File: src/rtl/dsm_rx_demod.sv
// Receive demodulator for the delta-sigma transmit chain: maps the 1-bit stream to +/-1,
// mixes it with the fs/4 LO, and decimates it through an ORDER-stage CIC by 2**R_LOG2.
module dsm_rx_demod #(
  parameter int R_LOG2 = 6,
  parameter int ORDER  = 3,
  parameter int OUT_W  = 20
) (
  input  logic                    clock,
  input  logic                    reset,
  input  logic                    bit_in,
  input  logic                    bypass_mix,
  output logic signed [OUT_W-1:0] dout,
  output logic                    dout_valid,
  output logic [1:0]              lo_phase
);

  localparam int ACC_W = 2 + ORDER * R_LOG2;

  typedef logic signed [ACC_W-1:0] acc_t;

  logic [1:0]         lo_cnt;
  logic signed [1:0]  lo_val;
  logic signed [1:0]  mix_next;
  logic signed [1:0]  mix_q;
  acc_t               integ [ORDER];
  acc_t               comb_c [ORDER+1];
  acc_t               comb_d [ORDER];
  logic [ORDER:0]     fill;
  logic [R_LOG2-1:0]  dec_cnt;
  logic               strobe;
  logic signed [OUT_W-1:0] dout_next;

  assign lo_phase = lo_cnt;

  // NOTE: every always_comb assigns its outputs first, so no path can hold a stale value (no latch).
  always_comb begin
    lo_val = 2'sd0;
    if (bypass_mix)        lo_val = 2'sd1;
    else if (lo_cnt == 2'd0) lo_val = 2'sd1;
    else if (lo_cnt == 2'd2) lo_val = -2'sd1;
    mix_next = bit_in ? lo_val : -lo_val;
  end

  // fill[k] marks that stage k (mix register, then integrators) holds a real sample since reset;
  // the decimation counter indexes the newest sample held by the last integrator.
  assign strobe = fill[ORDER] && (dec_cnt == R_LOG2'((1 << R_LOG2) - 1));

  always_comb begin
    comb_c[0] = integ[ORDER-1];
    for (int k = 0; k < ORDER; k++) begin
      comb_c[k+1] = comb_c[k] - comb_d[k];
    end
  end

  generate
    if (OUT_W <= ACC_W) begin : g_trunc
      assign dout_next = comb_c[ORDER][ACC_W-1 -: OUT_W];
    end else begin : g_sext
      assign dout_next = OUT_W'(comb_c[ORDER]);
    end
  endgenerate

  // NOTE: state updates use non-blocking assignments so each integrator reads its predecessor's
  // value from before the edge; reset is synchronous and clears every register, integrators included.
  always_ff @(posedge clock) begin
    if (reset) begin
      lo_cnt     <= 2'd0;
      mix_q      <= 2'sd0;
      fill       <= '0;
      dec_cnt    <= '0;
      dout       <= '0;
      dout_valid <= 1'b0;
      for (int k = 0; k < ORDER; k++) begin
        integ[k]  <= '0;
        comb_d[k] <= '0;
      end
    end else begin
      lo_cnt     <= lo_cnt + 2'd1;
      mix_q      <= mix_next;
      fill       <= {fill[ORDER-1:0], 1'b1};
      dout_valid <= strobe;
      if (fill[ORDER]) dec_cnt <= dec_cnt + 1'b1;
      // Two's complement wrap is intended; the combs recover the exact block sum.
      integ[0] <= integ[0] + acc_t'(mix_q);
      for (int k = 1; k < ORDER; k++) begin
        integ[k] <= integ[k] + integ[k-1];
      end
      if (strobe) begin
        for (int k = 0; k < ORDER; k++) begin
          comb_d[k] <= comb_c[k];
        end
        dout <= dout_next;
      end
    end
  end

endmodule
File: config.mk
export PLATFORM = sky130hd
export DESIGN_NAME = dsm_rx_demod
export DESIGN_NICKNAME = d
export VERILOG_FILES = /design/src/rtl/dsm_rx_demod.sv
export SDC_FILE = /design/constraint.sdc
export NUM_CORES = 1
export LEC_CHECK = 0
export ABC_AREA = 0
export BUFFER_PORTS_ARGS = -buffer_cell sky130_fd_sc_hd__buf_4
export CAP_MARGIN = 20
export CORE_MARGIN = 5
export CORE_UTILIZATION = 52
export DETAILED_ROUTE_END_ITERATION = 7
export PLACE_DENSITY = 0.68
export SYNTH_ARGS = -nofsm -noshare
export SYNTH_HDL_FRONTEND = slang
export SYNTH_SLANG_ARGS = --single-unit
File: constraint.sdc
create_clock -name clock -period 7.2 [get_ports clock]
set_input_delay 0.72 -clock clock [delete_from_list [all_inputs] [get_ports clock]]
set_output_delay 0.72 -clock clock [all_outputs]
set_load 0.01 [all_outputs]
## After elaboration in Yosys (flattened, before gate mapping)

Memory sizes are Yosys's and may differ from the RTL's.
Index checks and enable logic that the tools add are counted.

| cells by class | value |
|---|---|
| add/sub/neg operators | 9 |
| multiply operators | 0 |
| div/mod/pow operators | 0 |
| $lt $le $gt $ge | 0 |
| equality and inequality tests | 2 |
| shifts and indexed selects | 0 |
| multiplexer cells | 17 |
| bitwise gates (word level) | 6 |
| reductions and logical operators | 2 |

Operator list:

| cell | number |
|---|---|
| 20-bit 2-to-1 mux | 6 |
| 20-bit subtractor | 3 |
| 20-bit adder | 2 |
| 20-bit by 2-bit adder with 20-bit output | 1 |
| 2-bit 2-to-1 mux | 4 |
| 1-bit 2-to-1 mux | 7 |
| 6-bit by 1-bit adder with 6-bit output (second input constant) | 1 |
| 6-bit == test (second input constant) | 1 |
| 1-bit bitwise OR | 6 |
| 2-bit by 1-bit adder with 2-bit output (second input constant) | 1 |
| 2-bit == test (second input constant) | 1 |
| 2-bit logical NOT | 1 |
| 2-bit negation | 1 |
| 1-bit logical AND | 1 |

| storage, ports and cells | value |
|---|---|
| register bits | 35 |
| bits in latches | 0 |
| RAM bits | 120 |
| bits in read-only memories | 0 |
| output and inout bits | 23 |
| memories kept | 2 |

Memory list:

| name | depth | width | rd ports | clocked after Yosys merged registers in | write ports | RTL line | source |
|---|---|---|---|---|---|---|---|
| comb_d | 3 | 20 | 3 | 0 | 3 | 27 | `acc_t comb_d [ORDER];` |
| integ | 3 | 20 | 3 | 0 | 3 | 25 | `acc_t integ [ORDER];` |

## Depth between registers and ports, before layout

Gate-level depths: netlist (run 1).

| depth | value |
|---|---|
| depth after elaboration | 6 |
| mapped depth | 29 |
| mapped depth without buffers | 29 |

## Least setup slack after synthesis (run 1)

OpenSTA, ideal clock, no wires.

| timing path | value |
|---|---|
| path kind | register to register |
| from | memory integ[0][40] in the netlist's numbering |
| to | register dout[19] |
| arrival | 4.920 ns |
| data required time | 7.073 ns |
| setup slack | 2.153 ns |
| cell stages (with the launch flop) | 29 |
| path through | dfxtp_1 -> inv_1 -> ha_1 -> inv_1 -> fa_1 -> a21o_1 -> a21oi_1 -> o21bai_1 -> a21oi_1 -> o21ai_0 -> a21oi_1 -> o21bai_1 -> xor2_1 -> ha_1 -> and3_1 -> nand2_1 -> nor2_1 -> a211oi_1 -> o21ai_1 -> a21o_1 -> a21oi_1 -> xnor2_1 -> ha_1 -> or3_1 -> a211oi_1 -> or3_1 -> o211ai_1 -> xnor2_1 -> o21ai_1 |

RTL lines:

| item | RTL line | source |
|---|---|---|
| start: declaration | 25 |  |
| end signal: assignment | 92 | `dout <= dout_next;` |
| end: declaration | 12 | `output logic signed [OUT_W-1:0] dout,` |

==> run summary, run 1 <==
Filler Cells Inserted - 1,689
Setup_tns - 0 ps
Power spent charging and discharging nets - 2.27 mW
Buffers from clock root to sink, at most - 2
Average cell area after synthesis - 9.06 um^2
Internal Power - 3.00 mW
Top fanout value on the critical path - 5
Floorplan die area - 22,200 um^2
TritonCTS clock tree - built
Slew @ Worst Pin - 846 ps
Final number of hold-violating endpoints - 0
Arrival time worst endpoint - 5820 ps
Synthesized netlist net count - 1,236
Outcome - finished clean
Max-slew violation count - 0
Synthesized instance count - 1,109
Static leakage - 5.05 nW
Number of DRC violations after detailed-routing iteration 0 - 319
Number of flops mapped to enable cells by yosys - 60
Count of cell types in the netlist - 56
# setup viols final - 0
Share of synthesized area occupied by flip-flops and latches - 36.9%
Minimum setup slack among reg-to-reg paths - 1680 ps
Unrepaired setup endpoints after global routing - no
Critical path data required time - 7500 ps
WL/cell - 12.6 um
Async set-reset flop share out of synthesis - 0%
IR drop worst, VDD - 228 uV
RR Startpoint - integ[0][40]$_SDFF_PP0_
Number of placement rows - 50
Vias/cell - 5.22
TritonCTS buffer count - 17
Number of cell instances on the worst register-to-register path - 28
Die Span X - 149 um
Sw Ratio - 43.1%
Number of input and output port buffers inserted - 26
Hold path endpoint - fill[1]$_SDFF_PP0_
I/O pin count - 27
Most Frequent Cell on Critical Path - a21oi_1
Routability congestion estimate - 0.853
Share of the cycle needed by the critical path after routing - 76.7%
Number of antenna violations at the first check in global routing - 0
HPWL reported at the end of detailed placement - 13,000 um
Number of nets in the layout - 1,261
Remaining design rule violation count - 0
Netlist Area Pre-Place - 10,000 um^2
Post-CTS Setup Repair Bufs - 0
First-pass iteration count of the detailed router - 5
Die Ht - 149 um
Worst-path clk slew - 70 ps
Beginning of the worst hold path - fill[0]$_DFF_P_
Longest individual stage delay on the worst path - 400 ps
Total inserted antenna cells - 0
Maximum number of pins on one net before global-route repair - 71
Initial Util - 53.2%
Portion of total power attributed to the clock network - 16.7%
Maximum clock frequency - 0.181 GHz
Worst hold-check path type - flip-flop to flip-flop
Start-to-end type of the worst setup path - flip-flop to flip-flop
Hold Path Depth - 1
Combinational share of power - 62.7%
GR Overflow Total - 0
Clock network latency to the later pin of the worst-skew pair - 430 ps
Max capacitance violation total - 0
Most used flip-flop cell after synthesis - dfxtp_1
Resized cells post-CTS - 0
Synth-to-layout area growth - 10.3%
Crit path max-delay cell type - fa_1
Setup crit start kind - flip-flop
Global-route total usage across every layer - 16.6%
Hold buffer count at cts - 0
Cell at the root of the clock tree - clkbuf_16
# H-tree levels - 4
Fraction of final layout cells sized beyond drive strength 1 - 6.37%
Rel. slew slack - 43.5%
Routed Wire Length - 17,700 um
Total vias in the final route - 7,341
Vias in the first global route - 7,047
Endpoint of the worst-slack reg-to-reg timing path - dout[19]$_SDFFE_PP0P_
First-pass GRT wire length - 30,800 um
Count of synthesis-stage warnings from yosys - 0
Capturing element type of the critical path - flip-flop
Fraction of power consumed by sequential logic - 20.6%
Synthesized flop and latch total - 155
Minimum clock period - 5520 ps
Worst Clk Skew - 15.1 ps
Standard cell core area - 18,900 um^2
Overall power - 5.27 mW
Count of nets left with antenna violations after detail routing - 0
P per Cell Area - 476 nW/um^2
TritonCTS sink count - 155
## worst max-delay path: cells and delay by family (launching register included)
family | cells | cell delay (ps)
AO/OA/AOI/OAI | 14 | 2430
XOR/XNOR | 3 | 410
adder cells (fa/ha/maj) | 4 | 1160
buffers and inverters | 2 | 120
flip-flops | 1 | 320
AND/OR/NAND/NOR | 5 | 980
## registers in the layout (all words and copies together), names as in the netlist
register,count
comb_d,60
integ,60
dout,20
dec_cnt,6
fill,4
lo_phase,2
mix_q,2
dout_valid,1
## cell usage in the layout (no fill, tap or decap), drive strengths merged, types with 3 or more instances in the layout
| cell type | count |
|---|---|
| or3 | 8 |
| o21a | 22 |
| inv | 92 |
| xnor2 | 52 |
| edfxtp | 60 |
| and3 | 32 |
| o211ai | 5 |
| nand4 | 4 |
| buf | 29 |
| clkinv | 3 |
| o21ai | 44 |
| a21oi | 94 |
| clkbuf | 22 |
| nor2b | 24 |
| o31ai | 5 |
| dfxtp | 95 |
| a2111o | 3 |
| nor3b | 3 |
| a21o | 36 |
| nand3 | 21 |
| ha | 117 |
| nand3b | 3 |
| nor2 | 113 |
| mux2i | 3 |
| mux2 | 3 |
| xor2 | 44 |
| a31oi | 10 |
| and2 | 35 |
| o21bai | 9 |
| a211oi | 13 |
| nand2 | 77 |
| fa | 6 |
| o211a | 3 |
| a2111oi | 3 |
| nor3 | 18 |
| nand2b | 14 |
## cell families (layout without fill, tap and decap cells)
| family | after synthesis | count (layout) | synth area share, % |
|---|---|---|---|
| mux | 6 | 6 | 0.635 |
| flops | 155 | 155 | 36.9 |
| buf+inv | 111 | 148 | 4.15 |
| fa+ha+maj | 123 | 123 | 15.8 |
| compound gates | 263 | 263 | 17.1 |
| xor+xnor | 97 | 97 | 8.59 |
| simple gates | 354 | 354 | 16.9 |
## synth_stat cells, drive strengths merged (4+ instances only)
master	count	area, um^2
nand2b	14	87.6
o211ai	5	37.5
a21o	36	272
nor2b	24	150
fa	6	120
o21bai	9	67.6
and2	35	219
and3	32	200
nor2	113	424
or3	8	50.1
o21a	22	165
o31ai	5	37.5
inv	88	330
a21oi	94	485
nor3	18	90.1
a31oi	10	62.6
xor2	44	385
dfxtp	95	1900
ha	117	1460
nand2	77	289
clkbuf	23	86.3
nand4	4	25.0
nand3	21	105
o21ai	44	231
a211oi	13	97.6
edfxtp	60	1800
xnor2	52	455
## area by class of cell
| cell class | instances | area (um^2) | area share [%] |
|---|---|---|---|
| multi-input combinational | 843 | 5930 | 53.5 |
| sequential | 155 | 3700 | 33.4 |
| clock buffer | 22 | 495 | 4.47 |
| inverter | 88 | 330 | 2.98 |
| tap | 260 | 325 | 2.94 |
| timing repair buffer | 29 | 218 | 1.96 |
| clock inverter | 9 | 83.8 | 0.756 |
## routing by layer
layer	global-route usage, %	vias to the layer above	wire length, um
li1	-	3931	-
met1	20.2	3319	8350
met2	29.8	75	8610
met3	3.65	16	528
met4	4.30	0	196
met5	0	-	0
## worst max path at each step
| stage | end | cells past startpoint | start | slack (ps) |
|---|---|---|---|---|
| after detailed placement | dout[19]$_SDFFE_PP0P_ | 28 | integ[0][40]$_SDFF_PP0_ | 1680 |
| after floorplan | dout[19]$_SDFFE_PP0P_ | 28 | integ[0][40]$_SDFF_PP0_ | 2150 |
| after CTS | dout[19]$_SDFFE_PP0P_ | 28 | integ[0][40]$_SDFF_PP0_ | 1660 |
| final | dout[19]$_SDFFE_PP0P_ | 28 | integ[0][40]$_SDFF_PP0_ | 1680 |
| after global routing | dout[19]$_SDFFE_PP0P_ | 28 | integ[0][40]$_SDFF_PP0_ | 1080 |
| after global placement | dout[19]$_SDFFE_PP0P_ | 28 | integ[0][40]$_SDFF_PP0_ | 1760 |
## power groups by stage
stage	clock network (mW)	logic, mW	registers [mW]
global placement	0	3.21	1.10
CTS	0.899	3.29	1.09
floorplan	0	2.74	1.08
finish	0.879	3.30	1.09
global route	0.939	3.75	1.10
detailed placement	0	3.26	1.11
## stage by stage
| stage | utilization [%] | worst slack, ps | cell area [um^2] | hold WS, ps | instances |
|---|---|---|---|---|---|
| after floorplan | - | 2150 | 10000 | 414 | 1109 |
| after global placement | 55.6 | 1760 | 10500 | 416 | 1375 |
| after detailed placement | 55.6 | 1680 | 10500 | 425 | 1375 |
| final | 58.7 | 1680 | 11100 | 433 | 1406 |
| after global routing | 58.7 | 1080 | 11100 | 457 | 1406 |
| after CTS | 58.7 | 1660 | 11100 | 438 | 1406 |
Note: power is estimated with default switching activity, not from simulation.
==> run 2, diff against run 1 <==
Settings changed: ABC_AREA 0 to 1.
Clock period 7.2 ns to 5.24 ns, I/O delays scaled along.
==> run 2 against run 1 <==
Count of clock-buffer cells in the layout shrank 5. Sequential power grew 44%. Die area grew 6.4%. Non-clock buffer count grew 3. Utilization shrank 0.057 points. Clock power grew 49%. Worst hold slack lost 150 ps. Maximum frequency grew 16%. Clock skew shrank 5.5 ps. Worst setup slack lost 1200 ps. Global-route usage grew 4.9 points. Critical path depth shrank 3. Critical path type unchanged. Largest cell class unchanged.
==> run summary, run 2 <==
Outcome - finished clean
Share of the cycle needed by the critical path after routing - 90.7% (+14 points)
Hold path endpoint - mix_q[1]$_SDFF_PP0_
Fraction of final layout cells sized beyond drive strength 1 - 7.31% (+0.94 points)
Cell types with the highest counts after synthesis - inv_1, nand2_1, a21oi_1
Maximum clock frequency - 0.210 GHz (+16%)
Max capacitance violation total - 0 (unchanged)
Setup crit start kind - flip-flop
Share of synthesized area occupied by flip-flops and latches - 34.5% (-2.4 points)
Total area of multi-input combinational cells - 6050 um^2 (+2.2%)
Setup_tns - 0 ps (unchanged)
Die Span X - 154 um (+3.2%)
Register area - 3700 um^2 (unchanged)
Minimum setup slack among reg-to-reg paths - 490 ps (-1190 ps)
Static leakage - 5.73 nW (+14%)
Count of nets left with antenna violations after detail routing - 0 (unchanged)
Longest individual stage delay on the worst path - 460 ps (+60 ps)
Synth-to-layout area growth - 10.8%
Critical path data required time - 5560 ps (-1940 ps)
Internal Power - 4.05 mW (+35%)
Sw Ratio - 50.2% (+7.0 points)
Largest registers in the final layout - comb_d (60), integ (60), dout (20)
Synthesized flop and latch total - 155 (unchanged)
TritonCTS sink count - 155 (unchanged)
Number of flops mapped to enable cells by yosys - 60 (unchanged)
Beginning of the worst hold path - bit_in
Crit path max-delay cell type - fa_1
Simple-gate share of the synthesized area - 18.3% (+1.4 points)
Arrival time worst endpoint - 5080 ps (-740 ps)
Rel. slew slack - 34.1% (-9.4 points)
GR Overflow Total - 0 (unchanged)
Number of cell instances on the worst register-to-register path - 25 (-11%)
Portion of synthesized cell area occupied by the leading cell type - 17.7% (-1.2 points)
Top fanout value on the critical path - 5 (unchanged)
Standard cell core area - 20,300 um^2 (+7.4%)
Global-route total usage across every layer - 21.5% (+4.9 points)
Library cell with the highest instance count after synthesis - inv_1
Hold Path Depth - 2 (+1)
Number of input and output port buffers inserted - 26 (unchanged)
Vias/cell - 5.38 (+3.0%)
HPWL reported at the end of detailed placement - 19,700 um (+51%)
Synthesized netlist net count - 1,545 (+25%)
Async set-reset flop share out of synthesis - 0% (unchanged)
Most area-consuming cells after synthesis - dfxtp_1, edfxtp_1, ha_1
Worst-path clk slew - 70 ps (about the same)
Buffers from clock root to sink, at most - 2 (unchanged)
Largest family of logic cells by synthesized area - compound AO/OA/AOI/OAI gates
Cell area after layout - 11,900 um^2 (+7.3%)
Capturing element type of the critical path - flip-flop
Count of synthesis-stage warnings from yosys - 0 (unchanged)
IR drop worst, VDD - 417 uV (+82%)
TritonCTS buffer count - 17 (unchanged)
Count of cell types in the netlist - 52 (-7.1%)
Adder-Cell Fraction of Synth Area - 14.7% (-1.0 points)
Compound-cell area share of the yosys netlist - 19.2% (+2.1 points)
Vias in the first global route - 8,625 (+22%)
Dpl cell area - 11,200 um^2 (+7.1%)
Power spent charging and discharging nets - 4.07 mW (+79%)
Synthesized instance count - 1,418 (+28%)
Clock network latency to the later pin of the worst-skew pair - 430 ps (about the same)
Portion of total power attributed to the clock network - 16.1% (-0.6 points)
Endpoint of the worst-slack reg-to-reg timing path - dout[17]$_SDFFE_PP0P_
Routed Wire Length - 25,200 um (+42%)
First-pass GRT wire length - 42,300 um (+37%)
Remaining design rule violation count - 0 (unchanged)
Maximum number of pins on one net before global-route repair - 56 (-21%)
Floorplan die area - 23,600 um^2 (+6.4%)
Total vias in the final route - 9,323 (+27%)
Most common cell after layout, fill and taps aside - inv_1
Netlist Area Pre-Place - 10,700 um^2 (+6.9%)
Most used flip-flop cell after synthesis - dfxtp_1
Average cell area after synthesis - 7.57 um^2 (-16%)
Routability congestion estimate - 0.899 (+5.3%)
# H-tree levels - 4 (unchanged)
Kind of cell with the highest combined delay on the critical path - simple AND/OR/NAND/NOR gates
Cell taking the most area after synthesis - dfxtp_1
Worst hold-check path type - input port to flip-flop
First-pass iteration count of the detailed router - 5 (unchanged)
Number of placement rows - 52 (+4.0%)
Slew @ Worst Pin - 987 ps (+141 ps)
# setup viols final - 0 (unchanged)
Number of DRC violations after detailed-routing iteration 0 - 730 (+130%)
Filler Cells Inserted - 1,927 (+14%)
Start-to-end type of the worst setup path - flip-flop to flip-flop
Number of nets in the layout - 1,578 (+25%)
XOR/XNOR share of the synthesized area - 3.83% (-4.8 points)
Cell at the root of the clock tree - clkbuf_16
I/O pin count - 27 (unchanged)
Initial Util - 52.9% (-0.26 points)
Combined buffer and inverter count along the critical path - 4 (+2)
Multiplexer fraction of the synthesized cell area - 0% (-0.64 points)
Minimum clock period - 4750 ps (-772 ps)
Highest-count cells in the layout ignoring fill and taps - inv_1, nand2_1, a21oi_1
Number of antenna violations at the first check in global routing - 0 (unchanged)
Final number of hold-violating endpoints - 0 (unchanged)
Worst Clk Skew - 9.59 ps (-5.50 ps)
WL/cell - 14.5 um (+15%)
Tightest hold margin - 279 ps (-154 ps)
P per Cell Area - 683 nW/um^2 (+44%)
Final standard cell utilization of the core - 58.6% (about the same)
Max-slew violation count - 0 (unchanged)
Combinational share of power - 64.5% (+1.8 points)
Fraction of power consumed by sequential logic - 19.4% (-1.2 points)
Die Ht - 154 um (+3.2%)
RR Startpoint - integ[0][40]$_SDFF_PP0_
TritonCTS clock tree - built
Hold buffer count at cts - 0 (unchanged)
Total inserted antenna cells - 0 (unchanged)
-- run 2: cell types whose count changed after synthesis, sizes merged, moves of 28 or more --
cell   delta
nand3    +31
a21oi    +75
and3     -31
xnor2    -40
a21o     -28
inv     +164
nor2     +35
and2     -32
o21ai    +66
nand2   +143
-- run 2: cells by family (layout without fill, tap and decap cells) --
group | count (synthesis) | count (layout)
compound gates | 357 | 357
xor+xnor | 47 | 47
fa+ha+maj | 123 | 123
buf+inv | 270 | 316
flops | 155 | 155
simple gates | 466 | 466
-- run 2: worst reg2reg max path: cells and delay by family (launching register included) --
| family | cells | cell delay, ps |
|---|---|---|
| simple gates | 9 | 1330 |
| fa+ha+maj | 4 | 1310 |
| compound gates | 6 | 1050 |
| xor+xnor | 2 | 380 |
| flops | 1 | 320 |
| buf+inv | 4 | 270 |
-- run 2: per-stage QoR --
step / power [mW] / setup slack (ps) / instances
floorplan: 5.53 / 975 / 1418
global placement: 6.63 / 596 / 1701
detailed placement: 6.64 / 350 / 1701
CTS: 8.00 / 309 / 1733
global route: 8.88 / -0.163 / 1734
finish: 8.12 / 487 / 1734
-- run 2: metal layers --
| metal | GRT usage [%] | routed length [um] | up-vias |
|---|---|---|---|
| li1 | - | - | 4833 |
| met1 | 31.7 | 12700 | 4280 |
| met2 | 33.3 | 11000 | 183 |
| met3 | 2.70 | 1090 | 27 |
| met4 | 6.01 | 374 | 0 |
| met5 | 0 | 0 | - |
-- run 2: how the worst max path moves through the flow --
stage	slack, ps	endpoint	cells past startpoint	start
6_report	490	dout[17]$_SDFFE_PP0P_	25	integ[0][40]$_SDFF_PP0_
4_1_cts	310	dout[18]$_SDFFE_PP0P_	26	integ[0][40]$_SDFF_PP0_
3_5_place_dp	350	dout[18]$_SDFFE_PP0P_	26	integ[0][40]$_SDFF_PP0_
5_1_grt	-0.2	dout[19]$_SDFFE_PP0P_	29	integ[0][43]$_SDFF_PP0_
2_1_floorplan	970	dout[19]$_SDFFE_PP0P_	28	integ[0][40]$_SDFF_PP0_
3_3_place_gp	600	dout[17]$_SDFFE_PP0P_	25	integ[0][40]$_SDFF_PP0_
-- run 2: cell type report --
type / instances / share of cell area, %
Inverter: 252 / 7.95
Tap cell: 270 / 2.84
Sequential cell: 155 / 31.1
Clock inverter: 15 / 1.58
Timing Repair Buffer: 32 / 2.02
Multi-Input combinational cell: 993 / 50.9
Clock buffer: 17 / 3.58
-- run 2: power groups by stage --
| stage | Sequential (mW) | Combinational, mW | Clock [mW] |
|---|---|---|---|
| floorplan | 1.53 | 4.00 | 0 |
| global placement | 1.60 | 5.03 | 0 |
| detailed placement | 1.60 | 5.04 | 0 |
| CTS | 1.57 | 5.09 | 1.33 |
| global route | 1.59 | 5.91 | 1.38 |
| finish | 1.57 | 5.24 | 1.31 |
-- run 2: timing repair --
| action | CTS | global route |
|---|---|---|
| endpoints found under the setup margin | 0 | 2 |
| buffers inserted | 0 | 1 |
| resized for setup | 0 | 5 |
